`src/rtl/input_cond.sv`:
```
// input_cond: debounces a pushbutton and the left mouse button, clamps mouse x/y.
// Ports: clk, rst (sync, active-high); button_in, mouse_left_in (raw levels);
//   xpos_in, ypos_in (12-bit raw); button_out (press pulse);
//   mouse_left_out (pulse or level); xpos_out, ypos_out (clamped, registered).
// Option: define CLICK_PULSE_EN to make mouse_left_out a press pulse
//   instead of the debounced level.
module input_cond #(
  parameter int DEBOUNCE_CYCLES = 650000,
  parameter int XMAX            = 1023,
  parameter int YMAX            = 767
) (
  input  logic        clk,
  input  logic        rst,
  input  logic        button_in,
  input  logic        mouse_left_in,
  input  logic [11:0] xpos_in,
  input  logic [11:0] ypos_in,
  output logic        button_out,
  output logic        mouse_left_out,
  output logic [11:0] xpos_out,
  output logic [11:0] ypos_out
);

  localparam int CW = $clog2(DEBOUNCE_CYCLES + 1);
  // Count value after which one more differing clock accepts the change.
  localparam logic [CW-1:0] LAST = CW'(DEBOUNCE_CYCLES - 1);
  localparam logic [11:0]   XM   = 12'(XMAX);
  localparam logic [11:0]   YM   = 12'(YMAX);

  // Channel 0 = pushbutton, channel 1 = left mouse button.
  logic [1:0]    w_raw;
  logic [1:0]    r_meta;
  logic [1:0]    r_sync;
  logic [1:0]    r_stable;
  logic [1:0]    r_stable_d;
  logic [CW-1:0] r_cnt [2];
  logic          r_btn;
  logic          r_click;
  logic [11:0]   r_x;
  logic [11:0]   r_y;

  assign w_raw = {mouse_left_in, button_in};

  always_ff @(posedge clk) begin
    if (rst) begin
      r_meta     <= '0;
      r_sync     <= '0;
      r_stable   <= '0;
      r_stable_d <= '0;
      r_cnt[0]   <= '0;
      r_cnt[1]   <= '0;
      r_btn      <= 1'b0;
      r_click    <= 1'b0;
      r_x        <= '0;
      r_y        <= '0;
    end else begin
      r_meta <= w_raw;
      r_sync <= r_meta;
      for (int i = 0; i < 2; i++) begin
        if (r_sync[i] == r_stable[i]) begin
          r_cnt[i] <= '0;
        end else if (r_cnt[i] == LAST) begin
          r_stable[i] <= r_sync[i];
          r_cnt[i]    <= '0;
        end else begin
          r_cnt[i] <= r_cnt[i] + CW'(1);
        end
      end
      r_stable_d <= r_stable;
      r_btn      <= r_stable[0] & ~r_stable_d[0];
`ifdef CLICK_PULSE_EN
      r_click    <= r_stable[1] & ~r_stable_d[1];
`else
      r_click    <= r_stable[1];
`endif
      r_x <= (xpos_in > XM) ? XM : xpos_in;
      r_y <= (ypos_in > YM) ? YM : ypos_in;
    end
  end

  assign button_out     = r_btn;
  assign mouse_left_out = r_click;
  assign xpos_out       = r_x;
  assign ypos_out       = r_y;

endmodule
```
`config.mk`:
```
export PLATFORM = sky130hd
export DESIGN_NAME = input_cond
export DESIGN_NICKNAME = d
export VERILOG_FILES = /design/src/rtl/input_cond.sv
export SDC_FILE = /design/constraint.sdc
export NUM_CORES = 1
export LEC_CHECK = 0
export ABC_AREA = 0
export CAP_MARGIN = 15
export CORE_MARGIN = 1
export CORE_UTILIZATION = 41
export DETAILED_ROUTE_END_ITERATION = 7
export GPL_TIMING_DRIVEN = 0
export MAX_ROUTING_LAYER = met4
export SETUP_SLACK_MARGIN = 0.5
export SLEW_MARGIN = 20
export SYNTH_ARGS = -nofsm -noshare
export SYNTH_HDL_FRONTEND = slang
export SYNTH_SLANG_ARGS = --single-unit
```
`constraint.sdc`:
```
create_clock -name clk -period 2.2 [get_ports clk]
set_input_delay 0.22 -clock clk [delete_from_list [all_inputs] [get_ports clk]]
set_output_delay 0.22 -clock clk [all_outputs]
set_load 0.02 [all_outputs]
```
# After elaboration in Yosys (flattened, before gate mapping)

Memories as Yosys holds them, arrays and structs flattened.
Index checks and enable logic that the tools add are counted.
W data, S select, Z words.

Register bits: 33
RAM bits: 40
Bits of input ports: 28
Output and inout port bits: 26
Word-level logic and storage cells: 66
Memories: 1

Memory list:

| name  | words | bits a word | rd ports | clocked after memory_dff | write ports | RTL line | text |
|---|---|---|---|---|---|---|---|
| r_cnt | 2     | 20          | 2        | 0                        | 2           | 36       | `logic [CW-1:0] r_cnt [2];` |

$add $sub $neg: 2
$lt $le $gt $ge: 2
Equal/unequal tests: 4
Muxes and demuxes: 32
Bitwise logic cells: 10
Reductions and logical operators: 4

Operator list:

| cell                    | number |
|---|---|
| $mux W20                | 6 |
| $add A20 B1 Y20 const B | 2 |
| $eq A20 B20 Y1 const B  | 2 |
| $gt A12 B10 Y1 const B  | 2 |
| $mux W1                 | 24 |
| $mux W10                | 2 |
| $or A1 B1 Y1            | 6 |
| $reduce_and A2 Y1       | 2 |
| $reduce_or A2 Y1        | 2 |
| $not A1 Y1              | 3 |
| $eq A1 B1 Y1            | 2 |
| $and A1 B1 Y1           | 1 |

# Longest topological paths before layout

Depth after elaboration: 7
Gate-level depth with buffers: 6
Gate-level depth less buffers: 5

# Worst setup path before layout

Ideal clock, no wire load.

Path kind: flip-flop to flip-flop
Start: memory r_cnt[0][0] (netlist name)
End: memory r_cnt[0][18] (netlist name), data pin
Library setup time: 0.146 ns
Arrival: 1.735 ns
Setup slack: 0.319 ns
Cell stages (with the launch flop): 6
Buffers on the path: 0
Clock period less this slack: 1.881 ns
Path through: edfxtp_1 -> ha_1 -> nand3_2 -> or4_4 -> or3_1 -> a21oi_1

RTL lines:

| item               | RTL line |
|---|---|
| start: declaration | 36 |

==> metrics.md <==
| Metric | Value |
|---|---|
| First-pass GRT wire length | `11800 um` |
| Via count of the first global-routing pass | `2633` |
| Worst Skew | `7.38 ps` |
| Crit path max fanout | `4` |
| Dominant cells by area after synthesis | `edfxtp_1, dfxtp_1, nor2_1` |
| Initial antenna violation count | `0` |
| Mapped Avg Cell Area | `~10 um^2` |
| Tcrit/Tclk final | `84.7%` |
| Worst-margin pin slew | `515 ps` |
| Crit path kind | `flop to flop` |
| Die W | `about 90 um` |
| Routed vias | `2735` |
| Pleak | `approximately 0.0018 uW` |
| Tot GR Track Use | `a little under a fifth` |
| H-tree depth | `3` |
| Final Hold Viols | `0` |
| Clock Latency Late Sink | `330 ps` |
| Number of antenna-violating nets in the routed design | `0` |
| Clk sinks | `73` |
| Sequential share of power | `approximately half` |
| Synth warn | `0` |
| Setup-failing EPs final | `0` |
| Total congestion overflow | `0` |
| Drt pass-1 iters | `4` |
| Total CTS buffers | `9` |
| Fin Setup TNS | `0 ps` |
| Largest net degree at the start of global routing | `13` |
| Mapped cell area | `about 3200 um^2` |
| PnR worst setup slack | `between 300 and 400 ps` |
| Status | `finished clean` |
| Number of synthesized register bits | `73` |
| Layout cells sized above 1 | `27.6%` |
| Placed instance area | `between 4000 and 5000 um^2` |
| Nets | `500` |
| Post-Synthesis Cells | `between 300 and 400` |
| Part of the power in combinational logic | `between 10 and 15%` |
| Clock share of power | `between 30% and 40%` |
| Sequential element share of the synthesized area | `approximately three fifths` |
| Worst VDD drop | `roughly 0.3 mV` |
| Ant. Diodes | `0` |
| Root buffer cell | `clkbuf_8` |
| DP Worst Slack | `between 200 and 300 ps` |
| Yosys cell types | `37` |
| Boundary Pins | `54` |
| Crit path required time | `2390 ps` |
| Path category of the worst min-delay check | `flop to flop` |
| Arrival time of the worst setup path | `between 2000 and 2500 ps` |
| Finished Cell Area | `between 4000 and 5000 um^2` |
| Post-synth top area share | `37.7%` |
| HPWL Detailed | `4580 um` |
| Die area | `roughly 8000 um^2` |
| Port-buffer cells | `53` |
| Final worst path period need | `approximately 1900 ps` |
| RePlAce Congestion | `~0.84` |
| Worst-path clk slew | `80 ps` |
| CTS tree | `built` |
| Worst slew margin | `between 60% and 70%` |
| Kind of start point of the critical path | `flop` |
| CTS max path bufs | `2` |
| Switching share of power | `22.8%` |
| Crit. End Element | `flop` |
| Remaining DRCs | `0` |
| DR WL/cell | `about 13 um` |
| Max Cap Viol | `0` |
| Sw Pwr | `685 uW` |
| Worst Hold Margin | `between 300 and 400 ps` |
| Via density | `between 4 and 5` |
| Starting density of the core | `between 40 and 50%` |
| Max Transition Viols Final | `0` |
| Placeable Area | `7370 um^2` |
| Highest clock rate | `around 540 MHz` |
| Area Overhead vs Synth | `55.3%` |
| Final core utilization | `between 60% and 70%` |
| Die Ht | `around 90 um` |
| Area leader, netlist | `edfxtp_1` |
| RSZ-0062 raised after global routing | `yes` |
| Routed WL | `roughly 7400 um` |
| P_int | `roughly 2300 uW` |
| Pwr/cell area | `about 610 nW/um^2` |
| Initial DRC count | `about 120` |
| Row count | `31` |
[cells by family (layout without fill, tap and decap cells)]
group	count (synthesis)	after routing	synth area share (%)
fa+ha+maj	2	2	0.785
compound gates	23	23	4.40
other cells	2	44	0.236
flops	73	73	58.4
buf+inv	18	141	2.24
simple gates	162	162	25.5
xor+xnor	28	28	7.70
mux	2	2	0.668
[power groups by stage]
| stage | registers [uW] | clock network (uW) | logic (uW) |
|---|---|---|---|
| finish | 1540 | 1130 | 335 |
| global route | 1540 | 1240 | 360 |
| CTS | 1540 | 1180 | 301 |
| detailed placement | 1580 | 0 | 245 |
| global placement | 1580 | 0 | 243 |
| floorplan | 1600 | 0 | 90.5 |
[state kept, by name (all words and copies together), names as in the netlist]
register        count
r_stable_d          1
mouse_left_out      1
button_out          1
r_sync              2
r_meta              2
r_cnt              40
r_stable            2
ypos_out           12
xpos_out           12
[cell usage after synthesis, drive strengths merged]
cell,count
nand2,11
clkbuf,6
a211o,1
or2,4
and3b,1
o31ai,4
nor4bb,2
nor4,8
xnor2,23
nor2,75
ha,2
or3,6
nand2b,2
edfxtp,40
conb,2
dfxtp,33
a31o,1
or4,7
mux2,1
o41ai,1
xor2,5
nand3,16
o21ai,6
a21oi,10
nor3,9
buf,4
inv,8
and4,1
mux2i,1
nand4,13
nor2b,6
nor4b,1
[final cells by class]
cell class / instances / area [um^2]
multi-input cells: 261 / 1670
well taps: 99 / 124
plain buffers: 10 / 72.6
fillers: 580 / 2420
flip-flops and latches: 73 / 1860
clock buffers: 14 / 216
inverters: 8 / 30.0
repair buffers: 107 / 961
clock inverters: 2 / 11.3
[worst paths after layout]
kind / slack [ps] / cells past startpoint / from / end
setup / recovery: 340 / 6 / r_cnt[0][1] / r_cnt[0][18]
hold / removal: 390 / 1 / r_stable_d[0] / button_out
setup reg to reg: 340 / 6 / r_cnt[0][1] / r_cnt[0][18]
hold reg to reg: 390 / 1 / r_stable_d[0] / button_out
[critical path, cell delays in order (launching register included)]
cell and delay [ps]:
edfxtp_1 370, buf_4 130, ha_4 150, nand3_4 90, or4_4 530, or3_1 340, a21oi_2 120
[cells in the final DEF (no fill, tap or decap), types with 6 or more instances in the layout]
| master | Yosys | layout |
|---|---|---|
| nor3_1 | 9 | 9 |
| clkbuf_8 | 0 | 10 |
| edfxtp_1 | 40 | 40 |
| conb_1 | 2 | 44 |
| nor2b_1 | 6 | 6 |
| or4_4 | 2 | 6 |
| a21oi_2 | 1 | 9 |
| clkdlybuf4s50_1 | 0 | 53 |
| nor4_1 | 8 | 6 |
| nand3_1 | 13 | 12 |
| nor2_2 | 0 | 14 |
| nor2_4 | 0 | 7 |
| inv_1 | 8 | 8 |
| buf_4 | 0 | 53 |
| dfxtp_1 | 33 | 33 |
| nor2_1 | 75 | 54 |
| nand4_1 | 13 | 13 |
| xnor2_1 | 23 | 23 |
| nand2_1 | 11 | 11 |
[repair_timing]
action | CTS | global route
gates cloned | 3 | 1
pin swaps | 12 | 25
hold buffers | 0 | 0
gates resized for setup | 31 | 40
setup endpoints to repair | 41 | 40
buffers inserted | 34 | 16
[per-layer routing]
metal,GRT usage [%],up-vias,routed length [um]
met5,-,-,0
met4,11.2,0,245
met3,2.71,23,173
met2,30.6,59,3700
met1,22.2,1280,3290
li1,-,1373,-
[stage by stage]
| stage | std cells | power, uW |
|---|---|---|
| after floorplan | 352 | 1690 |
| after CTS | 557 | 3020 |
| after detailed placement | 504 | 1820 |
| after global placement | 504 | 1820 |
| after global routing | 574 | 3140 |
| final | 574 | 3010 |
No activity file was read; power rests on OpenSTA's default activity.
